File: src/rtl/chksum_pkg.sv
// Shared types and helpers for the RFC 1071 checksum engine: FSM state encoding,
// accumulator width, the end-around fold and the legal parameter ranges.
package chksum_pkg;

  localparam int ACC_W         = 32;
  localparam int DATA_W_NARROW = 8;
  localparam int DATA_W_WIDE   = 16;
  localparam int RD_LAT_MIN    = 1;
  localparam int RD_LAT_MAX    = 3;

  typedef enum logic [2:0] {
    S_IDLE  = 3'd0,
    S_FETCH = 3'd1,
    S_DRAIN = 3'd2,
    S_FOLD1 = 3'd3,
    S_FOLD2 = 3'd4,
    S_DONE  = 3'd5
  } state_t;

  // One end-around step: low half plus carries from the high half.
  function automatic logic [ACC_W-1:0] fold(input logic [ACC_W-1:0] acc);
    return {16'h0000, acc[15:0]} + {16'h0000, acc[31:16]};
  endfunction

endpackage

File: src/rtl/chksum_rd_pipe.sv
// Tags RAM reads across the RD_LAT read latency and packs returning data into
// big-endian 16-bit words (byte pairing for 8-bit ports, lane masking for 16-bit).
module chksum_rd_pipe
  import chksum_pkg::*;
#(
  parameter int DATA_W = 8,
  parameter int RD_LAT = 1
) (
  input  logic              clk,
  input  logic              rst,
  input  logic              clear,
  input  logic              rd_en,
  input  logic              rd_last,
  input  logic              odd_len,
  input  logic [DATA_W-1:0] rd_data,
  output logic              word_vld,
  output logic [15:0]       word
);

  logic [RD_LAT-1:0] vld_q;
  logic [RD_LAT-1:0] last_q;
  logic              tag_vld;
  logic              tag_last;

  always_ff @(posedge clk or posedge rst) begin
    if (rst) begin
      vld_q  <= '0;
      last_q <= '0;
    end else if (clear) begin
      vld_q  <= '0;
      last_q <= '0;
    end else begin
      vld_q  <= RD_LAT'({vld_q, rd_en});
      last_q <= RD_LAT'({last_q, rd_en & rd_last});
    end
  end

  assign tag_vld  = vld_q[RD_LAT-1];
  assign tag_last = last_q[RD_LAT-1];

  generate
    if (DATA_W == DATA_W_WIDE) begin : g_wide
      assign word_vld = tag_vld;
      assign word     = (tag_last && odd_len) ? {rd_data[15:8], 8'h00} : rd_data[15:0];
    end else begin : g_narrow
      // parity=0 expects the high byte of a word; an odd final byte is padded low.
      logic       parity;
      logic [7:0] hi_q;

      always_ff @(posedge clk or posedge rst) begin
        if (rst) begin
          parity <= 1'b0;
          hi_q   <= 8'h00;
        end else if (clear) begin
          parity <= 1'b0;
        end else if (tag_vld) begin
          parity <= ~parity;
          if (!parity) hi_q <= rd_data;
        end
      end

      assign word_vld = tag_vld && (parity || (tag_last && odd_len));
      assign word     = parity ? {hi_q, rd_data} : {rd_data, 8'h00};
    end
  endgenerate

endmodule

File: src/rtl/chksum_engine.sv
// RFC 1071 checksum over a region of the transmit RAM, one read per cycle.
// Optional oVerifyOk output is built when CHKSUM_VERIFY_EN is defined.
module chksum_engine
  import chksum_pkg::*;
#(
  parameter int DATA_W = 8,
  parameter int ADDR_W = 10,
  parameter int LEN_W  = 16,
  parameter int RD_LAT = 1
) (
  input  logic              iDm9000aClk,
  input  logic              iReset,
  input  logic              iStart,
  input  logic [LEN_W-1:0]  iLen,
  input  logic [ADDR_W-1:0] iStartAddr,
  input  logic [15:0]       iSeed,
  input  logic              iInvert,
  output logic              oRdEn,
  output logic [ADDR_W-1:0] oRdAddr,
  input  logic [DATA_W-1:0] iRdData,
  output logic [15:0]       oChecksum,
  output logic              oBusy,
  output logic              oDone,
`ifdef CHKSUM_VERIFY_EN
  output logic              oVerifyOk,
`endif
  output logic [2:0]        dbg_state
);

  generate
    if ((DATA_W != DATA_W_NARROW && DATA_W != DATA_W_WIDE) ||
        RD_LAT < RD_LAT_MIN || RD_LAT > RD_LAT_MAX) begin : g_bad_param
      $error("chksum_engine: illegal DATA_W or RD_LAT");
    end
  endgenerate

  localparam logic [1:0] DRAIN_INIT = 2'(RD_LAT - 1);

  state_t           state;
  logic [LEN_W-1:0] rd_left;
  logic [1:0]       drain_cnt;
  logic [ACC_W-1:0] acc;
  logic [ACC_W-1:0] folded;
  logic             invert_q;
  logic             odd_q;
  logic [LEN_W:0]   len_ext;
  logic [LEN_W-1:0] n_reads;
  logic             rd_last;
  logic             word_vld;
  logic [15:0]      word;

  assign len_ext = {1'b0, iLen};
  assign n_reads = (DATA_W == DATA_W_WIDE) ? LEN_W'((len_ext + (LEN_W+1)'(1)) >> 1) : iLen;
  assign rd_last = (rd_left == LEN_W'(1));
  assign folded  = fold(acc);
  assign dbg_state = state;

  chksum_rd_pipe #(
    .DATA_W (DATA_W),
    .RD_LAT (RD_LAT)
  ) u_rd_pipe (
    .clk      (iDm9000aClk),
    .rst      (iReset),
    .clear    (state == S_IDLE && iStart),
    .rd_en    (oRdEn),
    .rd_last  (rd_last),
    .odd_len  (odd_q),
    .rd_data  (iRdData),
    .word_vld (word_vld),
    .word     (word)
  );

  always_ff @(posedge iDm9000aClk or posedge iReset) begin
    if (iReset) begin
      state     <= S_IDLE;
      oRdEn     <= 1'b0;
      oRdAddr   <= '0;
      rd_left   <= '0;
      drain_cnt <= 2'd0;
      acc       <= '0;
      invert_q  <= 1'b0;
      odd_q     <= 1'b0;
      oChecksum <= 16'h0000;
      oBusy     <= 1'b0;
      oDone     <= 1'b0;
`ifdef CHKSUM_VERIFY_EN
      oVerifyOk <= 1'b0;
`endif
    end else begin
      oDone <= 1'b0;
      if (word_vld) acc <= acc + {16'h0000, word};
      case (state)
        S_IDLE: begin
          if (iStart) begin
            acc       <= {16'h0000, iSeed};
            invert_q  <= iInvert;
            odd_q     <= iLen[0];
            oBusy     <= 1'b1;
            oRdAddr   <= iStartAddr;
            rd_left   <= n_reads;
            drain_cnt <= DRAIN_INIT;
            if (n_reads == '0) begin
              state <= S_DRAIN;
            end else begin
              oRdEn <= 1'b1;
              state <= S_FETCH;
            end
          end
        end
        S_FETCH: begin
          oRdAddr <= oRdAddr + ADDR_W'(1);
          rd_left <= rd_left - LEN_W'(1);
          if (rd_last) begin
            oRdEn <= 1'b0;
            state <= S_DRAIN;
          end
        end
        // Last read's data lands in the final DRAIN cycle, so RD_LAT cycles suffice.
        S_DRAIN: begin
          if (drain_cnt == 2'd0) state <= S_FOLD1;
          else drain_cnt <= drain_cnt - 2'd1;
        end
        S_FOLD1: begin
          acc   <= folded;
          state <= S_FOLD2;
        end
        S_FOLD2: begin
          acc       <= folded;
          oChecksum <= invert_q ? ~folded[15:0] : folded[15:0];
`ifdef CHKSUM_VERIFY_EN
          oVerifyOk <= (folded[15:0] == 16'hFFFF);
`endif
          oDone     <= 1'b1;
          oBusy     <= 1'b0;
          state     <= S_DONE;
        end
        S_DONE: begin
          state <= S_IDLE;
        end
        default: begin
          state <= S_IDLE;
        end
      endcase
    end
  end

endmodule

File: config.mk
export PLATFORM = sky130hd
export DESIGN_NAME = chksum_engine
export DESIGN_NICKNAME = d
export VERILOG_FILES = /design/src/rtl/chksum_pkg.sv /design/src/rtl/chksum_rd_pipe.sv /design/src/rtl/chksum_engine.sv
export SDC_FILE = /design/constraint.sdc
export NUM_CORES = 1
export LEC_CHECK = 0
export CORE_MARGIN = 4
export CORE_UTILIZATION = 56
export CTS_CLUSTER_DIAMETER = 50
export DETAILED_ROUTE_END_ITERATION = 8
export GPL_ROUTABILITY_DRIVEN = 0
export GPL_TIMING_DRIVEN = 1
export PLACE_DENSITY = 0.81
export SLEW_MARGIN = 0
export SYNTH_ARGS = -nofsm -noshare
export SYNTH_HDL_FRONTEND = slang
export SYNTH_SLANG_ARGS = --single-unit
File: constraint.sdc
create_clock -name iDm9000aClk -period 3.45 [get_ports iDm9000aClk]
set_input_delay 0.69 -clock iDm9000aClk [delete_from_list [all_inputs] [get_ports iDm9000aClk]]
set_output_delay 0.69 -clock iDm9000aClk [all_outputs]
set_load 0.005 [all_outputs]
# Yosys cells after proc, flatten, opt, wreduce, memory -nomap -nowiden
# Index checks and enable logic that the tools add are counted.
[totals]
mem_bits_ro = 0
ram_bits = 0
latch_bits = 0
n_memories = 0
regBits = 95
[classes]
addsub = 5
n_eq_ne = 10
shift = 0
magnitude_cmp = 0
div = 0
reduce_logical = 19
bitwise_logic = 4
mul = 0
muxes = 28
[ops]
columns = ["operator", "n"]
rows = [
  ["2-to-1 mux 32 bit", 2],
  ["one-hot mux 32 bit (2 select lines)", 1],
  ["2-to-1 mux 16 bit", 3],
  ["adder 32 x 16 -> 32 bit", 1],
  ["one-hot mux 16 bit (2 select lines)", 1],
  ["one-hot mux 10 bit (2 select lines)", 1],
  ["adder 16 x 16 -> 17 bit", 1],
  ["equality test 16 x 1 -> 1 bit, second input constant", 1],
  ["zero test 16 bit", 1],
  ["NOT 16 bit", 1],
  ["subtractor 16 x 1 -> 16 bit, second input constant", 1],
  ["one-hot mux 3 bit (5 select lines)", 1],
  ["adder 10 x 1 -> 10 bit, second input constant", 1],
  ["2-to-1 mux 10 bit", 1],
  ["2-to-1 mux 1 bit", 9],
  ["2-to-1 mux 3 bit", 3],
  ["AND reduction 3 bit", 3],
  ["inequality test 2 bit, second input constant", 4],
  ["nonzero test 2 bit", 4],
  ["equality test 3 x 2 -> 1 bit, second input constant", 2],
  ["2-to-1 mux 2 bit", 3],
  ["AND reduction 2 bit", 3],
  ["one-hot mux 1 bit (2 select lines)", 2],
  ["one-hot mux 2 bit (2 select lines)", 1],
  ["other kinds (12)", 15],
]

# Longest topological paths before layout
[depth]
word_depth = 6
mapped_depth = 14
mapped_depth_nobuf = 11

# Hierarchy
# A second synthesis with hierarchy kept.
[hier_totals]
cells_unflattened = 720
area_unflattened_um2 = 6462.4
[by_module_without_submodules]
columns = ["mod", "cells_each", "n_inst", "area_each_um2", "seq_area_each_um2"]
rows = [
  ["chksum_engine", 675, 1, 5881.9, 2102.0],
  ["chksum_rd_pipe", 45, 1, 580.6, 275.3],
]

# Worst setup path before layout
# OpenSTA, ideal clock, no wires.
[synth_timing]
path_type = "flip-flop to flip-flop"
from = "register u_rd_pipe.g_narrow.parity"
to = "register acc[16]"
n_path_buf = 3
stages_incl_launch_ff = 15
setup_slack_ps = 475
required_ps = 3363
t_arrival_ps = 2889
cell_sequence = "dfrtp_1 -> buf_4 -> clkbuf_1 -> and2_1 -> ha_1 -> inv_1 -> fa_1 -> nor2b_2 -> o311ai_2 -> a31oi_2 -> a31o_2 -> a31oi_4 -> buf_4 -> or4_1 -> o211ai_1"
[synth_via]
elab_chain_cells = 5
word_cells_on_any_way = 7
[synth_rtl]
columns = ["item", "line", "rtl"]
rows = [
  ["start: declaration", "chksum_rd_pipe.sv:47", "logic parity;"],
  ["start signal: assignment", "chksum_rd_pipe.sv:57", "parity <= ~parity;"],
  ["2-to-1 mux 16 bit or logical OR 1 bit (tied branches)", "chksum_rd_pipe.sv:63, chksum_rd_pipe.sv:62", ""],
  ["adder 32 x 16 -> 32 bit or logical AND 1 bit (tied branches)", "chksum_engine.sv:91, chksum_rd_pipe.sv:62", ""],
  ["2-to-1 mux 32 bit *", "chksum_engine.sv:91", "if (word_vld) acc <= acc + {16'h0000, word};"],
  ["2-to-1 mux 32 bit", "chksum_engine.sv:94", "if (iStart) begin"],
  ["one-hot mux 32 bit (2 select lines) *", "chksum_engine.sv:92", "case (state)"],
  ["end signal: assignment", "chksum_engine.sv:91", ""],
  ["end signal: assignment", "chksum_engine.sv:95", "acc <= {16'h0000, iSeed};"],
  ["end signal: assignment", "chksum_engine.sv:124", "acc <= folded;"],
  ["end: declaration", "chksum_engine.sv:42", "logic [ACC_W-1:0] acc;"],
]
# Every way passes the cells marked *; elsewhere a longest branch is shown, timed or not.
# A chain may end at the register's enable or synchronous reset.

# Worst setup path after layout
[layout_timing]
from = "input iRdData[0]"
to = "register acc[28]"
[layout_via]
elab_chain_cells = 5
[layout_rtl]
columns = ["item", "line", "rtl"]
rows = [
  ["start: declaration", "chksum_engine.sv:20", "input logic [DATA_W-1:0] iRdData,"],
  ["2-to-1 mux 16 bit *", "chksum_rd_pipe.sv:63", "assign word = parity ? {hi_q, rd_data} : {rd_data, 8'h00};"],
  ["adder 32 x 16 -> 32 bit *", "chksum_engine.sv:91", ""],
  ["2-to-1 mux 32 bit *", "chksum_engine.sv:91", ""],
  ["2-to-1 mux 32 bit", "chksum_engine.sv:94", ""],
  ["one-hot mux 32 bit (2 select lines) *", "chksum_engine.sv:92", ""],
]
# Marks and branches as above.

==> results.toml <==
[sta]
fmaxAchievable_ghz = 0.2963
fin_crit_ns = 3.375
tightestPinTransition_ns = 0.8223
tns_ns = 0
relSlewSlack = 0.4498
hold_viol_final = 0
period_share = 0.9784
skew_ns = 0.009680
setup_viol = 0
slew_viol_final = 0

[min_path]
holdCritPathClass = "reg -> reg"
min_delay_path_depth = 2
min_to = "oBusy"
hp-start = "oBusy"

[clock_tree]
cts_resized = 0
clock_sinks = 95
cts_buffers = 9
htree_levels = 3
clk_latency_ns = 0.35
cts_tree = "yes"
clk_pin_slew_worst_paths_ns = 0.06
root_buffer = "clkbuf_16"
cts.path.max_buffers = 2

[global_route]
grt_max_degree = 48
grt_pass1_wl_mm = 29.04
first_global_vias = 5989
antenna_found_initial = 0
grtUsageTotal = 0.2800
overflow = 0

[floorplanning]
die_x_um = 114.1
core_area_um2 = 10940
rows = 38
num_io_pins = 86
die_h_um = 114.1
die_area_um2 = 13020
initial_utilization = 0.5768

[finish]
fillCellCount = 858
drive_gt1_frac = 0.1066
synthToLayoutAreaGrowth_pct = 22.97
finalNetCount = 895
layout_commonest_cell = "dfrtp_1"
layout_common_cells = "dfrtp_1 (95), clkdlybuf4s50_1 (85), nor2_1 (72)"
multiInputGateArea_um2 = 3736
antenna_cells = 0
fin_cells = 947
ff_latch_area_um2 = 2377
stdcell_area_um2 = 7756

[critical_path]
path_max_fanout = 12
rr_worst_depth = 11
critical_path_class = "in -> reg"
cp.arrival_ns = 3.64
start_kind = "input pin"
endpoint_kind = "flop"
required_ns = 3.72
rr_startpoint = "u_rd_pipe.g_narrow.parity"
reg2reg_setup_slack_ns = 0.26
r2r_end = "acc[28]"

[logic_synthesis]
syn_area_per_cell_um2 = 8.972
synthArstFlopShare = 1.000
yosysSeqAreaShare = 0.3769
synthesis.nets = 795
synth_seq_cells = 95
synth_flop_cell = "dfrtp_1"
yosysWarnings = 0
syn-cell-area_um2 = 6307
synth_edf_count = 0
netlist-cell-type-count = 69
syn_inst = 703

[detailed_routing]
routed_wl_mm = 17.82
drtAntennaViolNets = 0
vias_per_cell = 6.279
vias = 5946
wire_per_inst_um = 18.82
dr.pass1.iters = 6
drt_iter0_drc = 589
drc_errors = 0

[power_and_ir_drop]
power.total_w = 0.005803
leakagePower_nw = 3.320
power_density_nw_per_um2 = 748.2
peakVddDrop_mv = 0.5143

[placement]
hpwl_mm = 13.30
dpl_cell_area_um2 = 7457
post-place-cells = 930
numPortBuffers = 85

[run_status]
status = "finished, final reports clean"

[flow_run]
maxCapViolations = 0
## metrics by stage
step | util | hold slack, ns | worst slack (ns)
global placement | 0.6819 | 0.4649 | -0.1004
CTS | 0.7079 | 0.4843 | 0.08147
finish | 0.7093 | 0.4838 | 0.07467
global route | 0.7093 | 0.5139 | -0.04923
detailed placement | 0.6819 | 0.4666 | -0.2724
floorplan | - | 0.4462 | 0.2830
## sequential cells by signal, summed over array words and instances (netlist names)
signal,cells
invert_q,1
acc,32
oRdEn,1
oRdAddr,10
dbg_state,3
rd_left,16
drain_cnt,2
u_rd_pipe.last_q,1
u_rd_pipe.g_narrow.parity,1
u_rd_pipe.tag_vld,1
oDone,1
oChecksum,16
u_rd_pipe.g_narrow.hi_q,8
odd_q,1
oBusy,1
## layout make-up
type                       instances  share of cell area
multi-input combinational        557              0.4817
sequential                        95              0.3065
timing repair buffer             115              0.1403
clock buffer                      12             0.03436
tap                              140             0.02258
inverter                          25             0.01226
clock inverter                     3            0.002258
## synth_stat cells (5+ instances only)
master	number	area, um^2
o211ai_1	9	67.56
or4_1	9	67.56
and3_1	5	31.28
nand3_1	18	90.09
a31oi_1	7	43.79
nand2b_1	5	31.28
clkbuf_1	20	75.07
a221o_1	6	60.06
and2_1	10	62.56
nor2_1	72	270.3
mux2_2	17	191.4
a222oi_1	6	60.06
a21oi_1	54	270.3
a211oi_1	12	90.09
dfrtp_1	95	2377
o31ai_1	7	52.55
a21o_1	6	45.04
ha_1	36	450.4
nor2b_1	7	43.79
nand2_1	70	262.8
nor3_1	19	95.09
xnor2_1	30	262.8
o21ai_0	48	240.2
o21a_1	7	52.55
xor2_1	14	122.6
inv_1	25	93.84
nor4_1	11	68.82
## timing repair
action                     CTS  global route
setup endpoints to repair    0             6
buffers inserted             0             2
hold buffers                 0             0
## where the power goes
| part | internal [W] | total (W) | switching, W |
|---|---|---|---|
| registers | 0.00138 | 0.00169 | 0.000312 |
| logic | 0.00149 | 0.00314 | 0.00164 |
| clock network | 0.000542 | 0.000977 | 0.000435 |
| total | 0.00342 | 0.00580 | 0.00239 |
## worst max path at each step
stage                    start      end  slack [ns]  cells past startpoint
finish              iRdData[0]  acc[28]        0.07                     12
global route        iRdData[0]  acc[30]       -0.05                     12
CTS                 iRdData[0]  acc[28]        0.08                     12
detailed placement  iRdData[0]  acc[28]       -0.27                     12
global placement    iRdData[0]  acc[30]       -0.10                     12
floorplan               iReset   acc[0]        0.28                      1
## critical path: stages
cell	delay, ns
clkdlybuf4s50_1	0.50
and2_1	0.14
ha_1	0.16
inv_1	0.06
fa_1	0.41
nor2b_2	0.17
o311ai_2	0.12
a31oi_2	0.24
a31o_2	0.25
a31oi_4	0.16
or4_1	0.55
a21oi_1	0.19
## logic make-up after synthesis
kind of cell	share of synthesized area
AND/OR/NAND/NOR	0.1986
XOR/XNOR	0.06110
adder cells (fa/ha/maj)	0.07776
multiplexers	0.03194
AO/OA/AOI/OAI	0.2216
buffers and inverters	0.03213
flip-flops	0.3769
## layer usage
metal,track usage,part of all wire,vias up
met5,0,0,-
met4,0.1489,0.038,0
met3,0.04175,0.066,55
met2,0.4766,0.50,263
met1,0.3431,0.39,2839
li1,-,-,2789
Note: power is estimated with default switching activity, not from simulation.
==> patch 1 (same settings) <==
Add an input register stage for `iLen`, without a reset; this delays it by one clock. The other inputs are not delayed to match.
--- a/src/rtl/chksum_engine.sv
+++ b/src/rtl/chksum_engine.sv
@@ -27,6 +27,12 @@
   output logic [2:0]        dbg_state
 );
 
+  logic [LEN_W-1:0] iLen_q;
+
+  always_ff @(posedge iDm9000aClk) begin
+    iLen_q <= iLen;
+  end
+
   generate
     if ((DATA_W != DATA_W_NARROW && DATA_W != DATA_W_WIDE) ||
         RD_LAT < RD_LAT_MIN || RD_LAT > RD_LAT_MAX) begin : g_bad_param
@@ -49,8 +55,8 @@
   logic             word_vld;
   logic [15:0]      word;
 
-  assign len_ext = {1'b0, iLen};
-  assign n_reads = (DATA_W == DATA_W_WIDE) ? LEN_W'((len_ext + (LEN_W+1)'(1)) >> 1) : iLen;
+  assign len_ext = {1'b0, iLen_q};
+  assign n_reads = (DATA_W == DATA_W_WIDE) ? LEN_W'((len_ext + (LEN_W+1)'(1)) >> 1) : iLen_q;
   assign rd_last = (rd_left == LEN_W'(1));
   assign folded  = fold(acc);
   assign dbg_state = state;
@@ -94,7 +100,7 @@
           if (iStart) begin
             acc       <= {16'h0000, iSeed};
             invert_q  <= iInvert;
-            odd_q     <= iLen[0];
+            odd_q     <= iLen_q[0];
             oBusy     <= 1'b1;
             oRdAddr   <= iStartAddr;
             rd_left   <= n_reads;
Formal check against the unedited RTL: not equivalent (Yosys sat finds a counterexample within 4 cycles, from zero or initial values and one cycle with iReset high).
==> patch 1 against the unedited design <==
- core utilization decreased by 1.9 points
- power decreased by 13%
- area after synthesis grew 4.9%
- first-iteration DRC count shrank 6.5%
- design area is 2.0% higher
- count of clock-buffer cells in the layout fell by 1
- setup slack better by 250 ps
- sequential cell count increased by 16
- routed wire length shrank 0.71%
- critical path type unchanged
==> patch 1: results (changes against the unedited design) <==
| Metric | Value |
|---|---|
| Critical Path Fanout Max | `7 (-5)` |
| Peak supply drop | `0.341 mV (-34%)` |
| Largest net degree at the start of global routing | `96 (+100%)` |
| Crit path arrival time | `3380 ps (-260 ps)` |
| Post-synth top cells | `95 x dfrtp_1, 82 x nand2_1, 57 x nor2_1` |
| Worst R2R Setup Slack | `360 ps (+100 ps)` |
| Register area share after synthesis | `40.8% (+3.1 points)` |
| Sw Ratio | `39.9% (-1.2 points)` |
| Global-route usage over all layers | `27.2% (-0.83 points)` |
| Drt first-iter violations | `551 (-6.5%)` |
| Router iterations before antenna repair | `7 (+1)` |
| Fin Clk Skew | `7.91 ps (-1.77 ps)` |
| Critical R2R Capture | `acc[20]$_DFF_PP0_` |
| Global-route wire length before repair | `28.9 mm (-0.60%)` |
| Top cells by area, synth | `dfrtp_1 36%, ha_1 6.8%, dfxtp_1 4.8%` |
| Leak | `0.00337 µW (+1.6%)` |
| FILL cells | `945 (+10%)` |
| Nets | `884 (-1.2%)` |
| Post-synth ARST share | `85.6% (-14 points)` |
| Detail Placement HPWL | `13.5 mm (+1.4%)` |
| Status | `completed` |
| Register area | `0.00270 mm² (+13%)` |
| Pre-CTS setup slack | `-9.36 ps (+263 ps)` |
| CTS clk-pin slew, worst paths | `80 ps (+20 ps)` |
| Layout cells sized above 1 | `7.28% (-3.4 points)` |
## patch 1: cell types whose count changed in the layout (fill, tap and decap cells not counted), moves of 6 or more
cell and delta:
nand2_1 +12, buf_4 -22, a21o_1 +6, nor2_1 -15
or4_1 -8, and2_1 +6, dfxtp_1 +16, inv_1 -8
o21ai_0 -6, a21oi_1 -11
## patch 1: logic make-up after synthesis
group                      after synthesis  synth area share [%]
xor gates and xnor gates                47                  6.22
and+or+nand+nor                        249                  18.6
buffers and inverters                   42                  2.63
muxes                                   20                  3.33
DFF                                    111                  40.8
adders and majority gates               38                  7.41
AOI/OAI and AO/OA                      205                  21.0
## patch 1: metrics by stage
| stage | util (%) | cells |
|---|---|---|
| floorplan | - | 712 |
| global placement | 66.6 | 924 |
| detailed placement | 66.6 | 924 |
| CTS | 69.0 | 940 |
| global route | 69.0 | 940 |
| finish | 69.0 | 940 |
## patch 1: power by group through the flow
stage                     Combinational [µW]  Sequential [µW]  Clock, µW
final                                   2170             1860       1000
after global routing                    2390             1880       1070
after CTS                               2140             1840       1010
after detailed placement                2130             1860          0
after global placement                  2040             1850          0
after floorplan                         1550             1730          0
## patch 1: final cells by class
class,count,share of cell area (%)
well taps,143,2.26
flip-flops and latches,111,34.1
clock inverters,5,0.522
clock buffers,11,2.94
inverters,17,0.823
repair buffers,94,11.9
multi-input cells,559,47.4
## patch 1: per-layer routing
metal	share of wire (%)	up-vias	track usage, %
met5	0	-	0
met4	3.9	0	11.6
met3	8.3	48	4.97
met2	46	286	43.5
met1	42	2883	36.3
li1	-	2774	-
## patch 1: critical path, cell delays in order
cell,delay [ps]
clkdlybuf4s50_1,500
and2_1,140
ha_1,160
inv_1,60
fa_1,390
nor2b_1,190
o31ai_1,120
a211oi_2,270
o21ai_1,150
a21oi_2,360
a31oi_1,140
a41o_1,220
==> patch 2 (same settings) <==
Without the edit above. `RD_LAT` is set to 1 in 2 places; all go to 2.
--- a/src/rtl/chksum_rd_pipe.sv
+++ b/src/rtl/chksum_rd_pipe.sv
@@ -4,7 +4,7 @@
   import chksum_pkg::*;
 #(
   parameter int DATA_W = 8,
-  parameter int RD_LAT = 1
+  parameter int RD_LAT = 2
 ) (
   input  logic              clk,
   input  logic              rst,
--- a/src/rtl/chksum_engine.sv
+++ b/src/rtl/chksum_engine.sv
@@ -6,7 +6,7 @@
   parameter int DATA_W = 8,
   parameter int ADDR_W = 10,
   parameter int LEN_W  = 16,
-  parameter int RD_LAT = 1
+  parameter int RD_LAT = 2
 ) (
   input  logic              iDm9000aClk,
   input  logic              iReset,
Behaviour: not the same (Yosys sat finds a counterexample within 4 cycles, from zero or initial values and one cycle with iReset high).
==> patch 2 against the unedited design <==
- register-to-register slack got worse by 70 ps
- clock power rose by 23%
- sequential share of layout area fell by 0.82 points
- area after synthesis rose by 6.9%
- power rose by 12%
- sequential power rose by 13%
- die area rose by 6.4%
- fmax rose by 3.5%
- non-clock buffer count fell by 12
- core utilization fell by 0.86 points
- design area rose by 4.9%
- setup slack improved by 110 ps
- sequential cell count rose by 2
- routed wire length rose by 7.4%
- critical path type is now reg2reg
- largest cell class unchanged
==> patch 2: results (changes against the unedited design) <==
| Metric | Value |
|---|---|
| Status | `completed` |
| Crit path arrival time | `3490 ps (-150 ps)` |
| Area after DPL | `0.00778 mm² (+4.4%)` |
| Hold Path End | `u_rd_pipe.vld_q[1]$_DFF_PP0_` |
| Router iterations before antenna repair | `5 (-1)` |
| Layout non-clock buf frac | `12.1% (-1.9 points)` |
| Worst R2R Setup Slack | `190 ps (-70 ps)` |
| Peak supply drop | `0.438 mV (-15%)` |
| Reg2Reg Depth | `9 (-2)` |
| Post-Place Cells | `956 (+2.8%)` |
| Met2 usage | `45.8% (-1.8 points)` |
| Via count | `6331 (+6.5%)` |
| Top-area cell type share of the netlist area | `36.0% (-1.7 points)` |
| Non-clk invs | `22 (-12%)` |
| Critical R2R Capture | `acc[17]$_DFF_PP0_` |
| Wire length on met3 | `1.46 mm (+24%)` |
| Final wirelength | `19.1 mm (+7.4%)` |
| Multi-input gates | `591 (+6.1%)` |
| Hold path startpoint | `u_rd_pipe.vld_q[0]$_DFF_PP0_` |
| FILL cells | `883 (+2.9%)` |
| Register area share after synthesis | `36.0% (-1.7 points)` |
| ClkCell Share | `4.37% (+0.70 points)` |
| Drt first-iter violations | `491 (-17%)` |
| Comb pwr share | `52.3% (-1.7 points)` |
| FFs & Latches | `97 (+2.1%)` |
| Critical Path Fanout Max | `20 (+8)` |
| P_comb | `3410 µW (+8.6%)` |
| Worst-margin pin slew | `1120 ps (+301 ps)` |
| Slowest stage delay, CP | `760 ps (+210 ps)` |
| Slowest CP cell | `dfrtp_1` |
| Largest net degree at the start of global routing | `58 (+21%)` |
| Fin Clk Skew | `7.26 ps (-2.42 ps)` |
| Grt met3 use | `6.63% (+2.5 points)` |
| Nets | `916 (+2.3%)` |
| Post-synth top cells | `97 x dfrtp_1, 82 x nand2_1, 56 x a21oi_1` |
| Routed wl met2 | `9.27 mm (+3.1%)` |
| Nonclk buf count | `103 (-10%)` |
| Post-Synthesis Cells | `743 (+5.7%)` |
| Layout cells sized above 1 | `9.05% (-1.6 points)` |
| Non-Filler Instances | `972 (+2.6%)` |
| Multi-input gate area | `0.00411 mm² (+9.9%)` |
| Distinct cells, synth | `76 (+10%)` |
| Top cells by area, synth | `dfrtp_1 36%, ha_1 6.7%, nand2_1 4.6%` |
| Routed met1 length | `7.61 mm (+9.0%)` |
| Synthesized net count | `835 (+5.0%)` |
| Hold Path Stages | `1 (-1)` |
| Leak | `0.00354 µW (+6.6%)` |
| Crit path max-delay family | `flip-flops` |
| Int Power | `3810 µW (+12%)` |
| Met1 Usage GRT | `33.5% (-0.81 points)` |
| Pre-CTS setup slack | `55.6 ps (+328 ps)` |
| Global-route usage over all layers | `27.6% (-0.40 points)` |
| Detail Placement HPWL | `14.3 mm (+7.7%)` |
| Min Hold Slack | `463 ps (-21.3 ps)` |
## patch 2: logic make-up (layout without fill, tap and decap cells)
kind of cell | after synthesis | after routing | share of synthesized area [%]
buffers and inverters | 55 | 141 | 3.23
muxes | 29 | 29 | 4.77
adders and majority gates | 38 | 38 | 7.27
and+or+nand+nor | 260 | 260 | 19.3
DFF | 97 | 97 | 36.0
AOI/OAI and AO/OA | 230 | 230 | 23.8
xor gates and xnor gates | 34 | 34 | 5.66
## patch 2: how the worst max path moves through the flow
stage,from,to,slack (ps),cells after the start
after floorplan,iReset,acc[0]$_DFF_PP0_,230,1
after global placement,iRdData[1],acc[17]$_DFF_PP0_,30,10
after detailed placement,iRdData[1],acc[21]$_DFF_PP0_,60,10
after CTS,u_rd_pipe.g_narrow.parity$_DFFE_PP0P_,acc[21]$_DFF_PP0_,280,9
after global routing,u_rd_pipe.g_narrow.parity$_DFFE_PP0P_,acc[17]$_DFF_PP0_,50,9
final,u_rd_pipe.g_narrow.parity$_DFFE_PP0P_,acc[17]$_DFF_PP0_,190,9
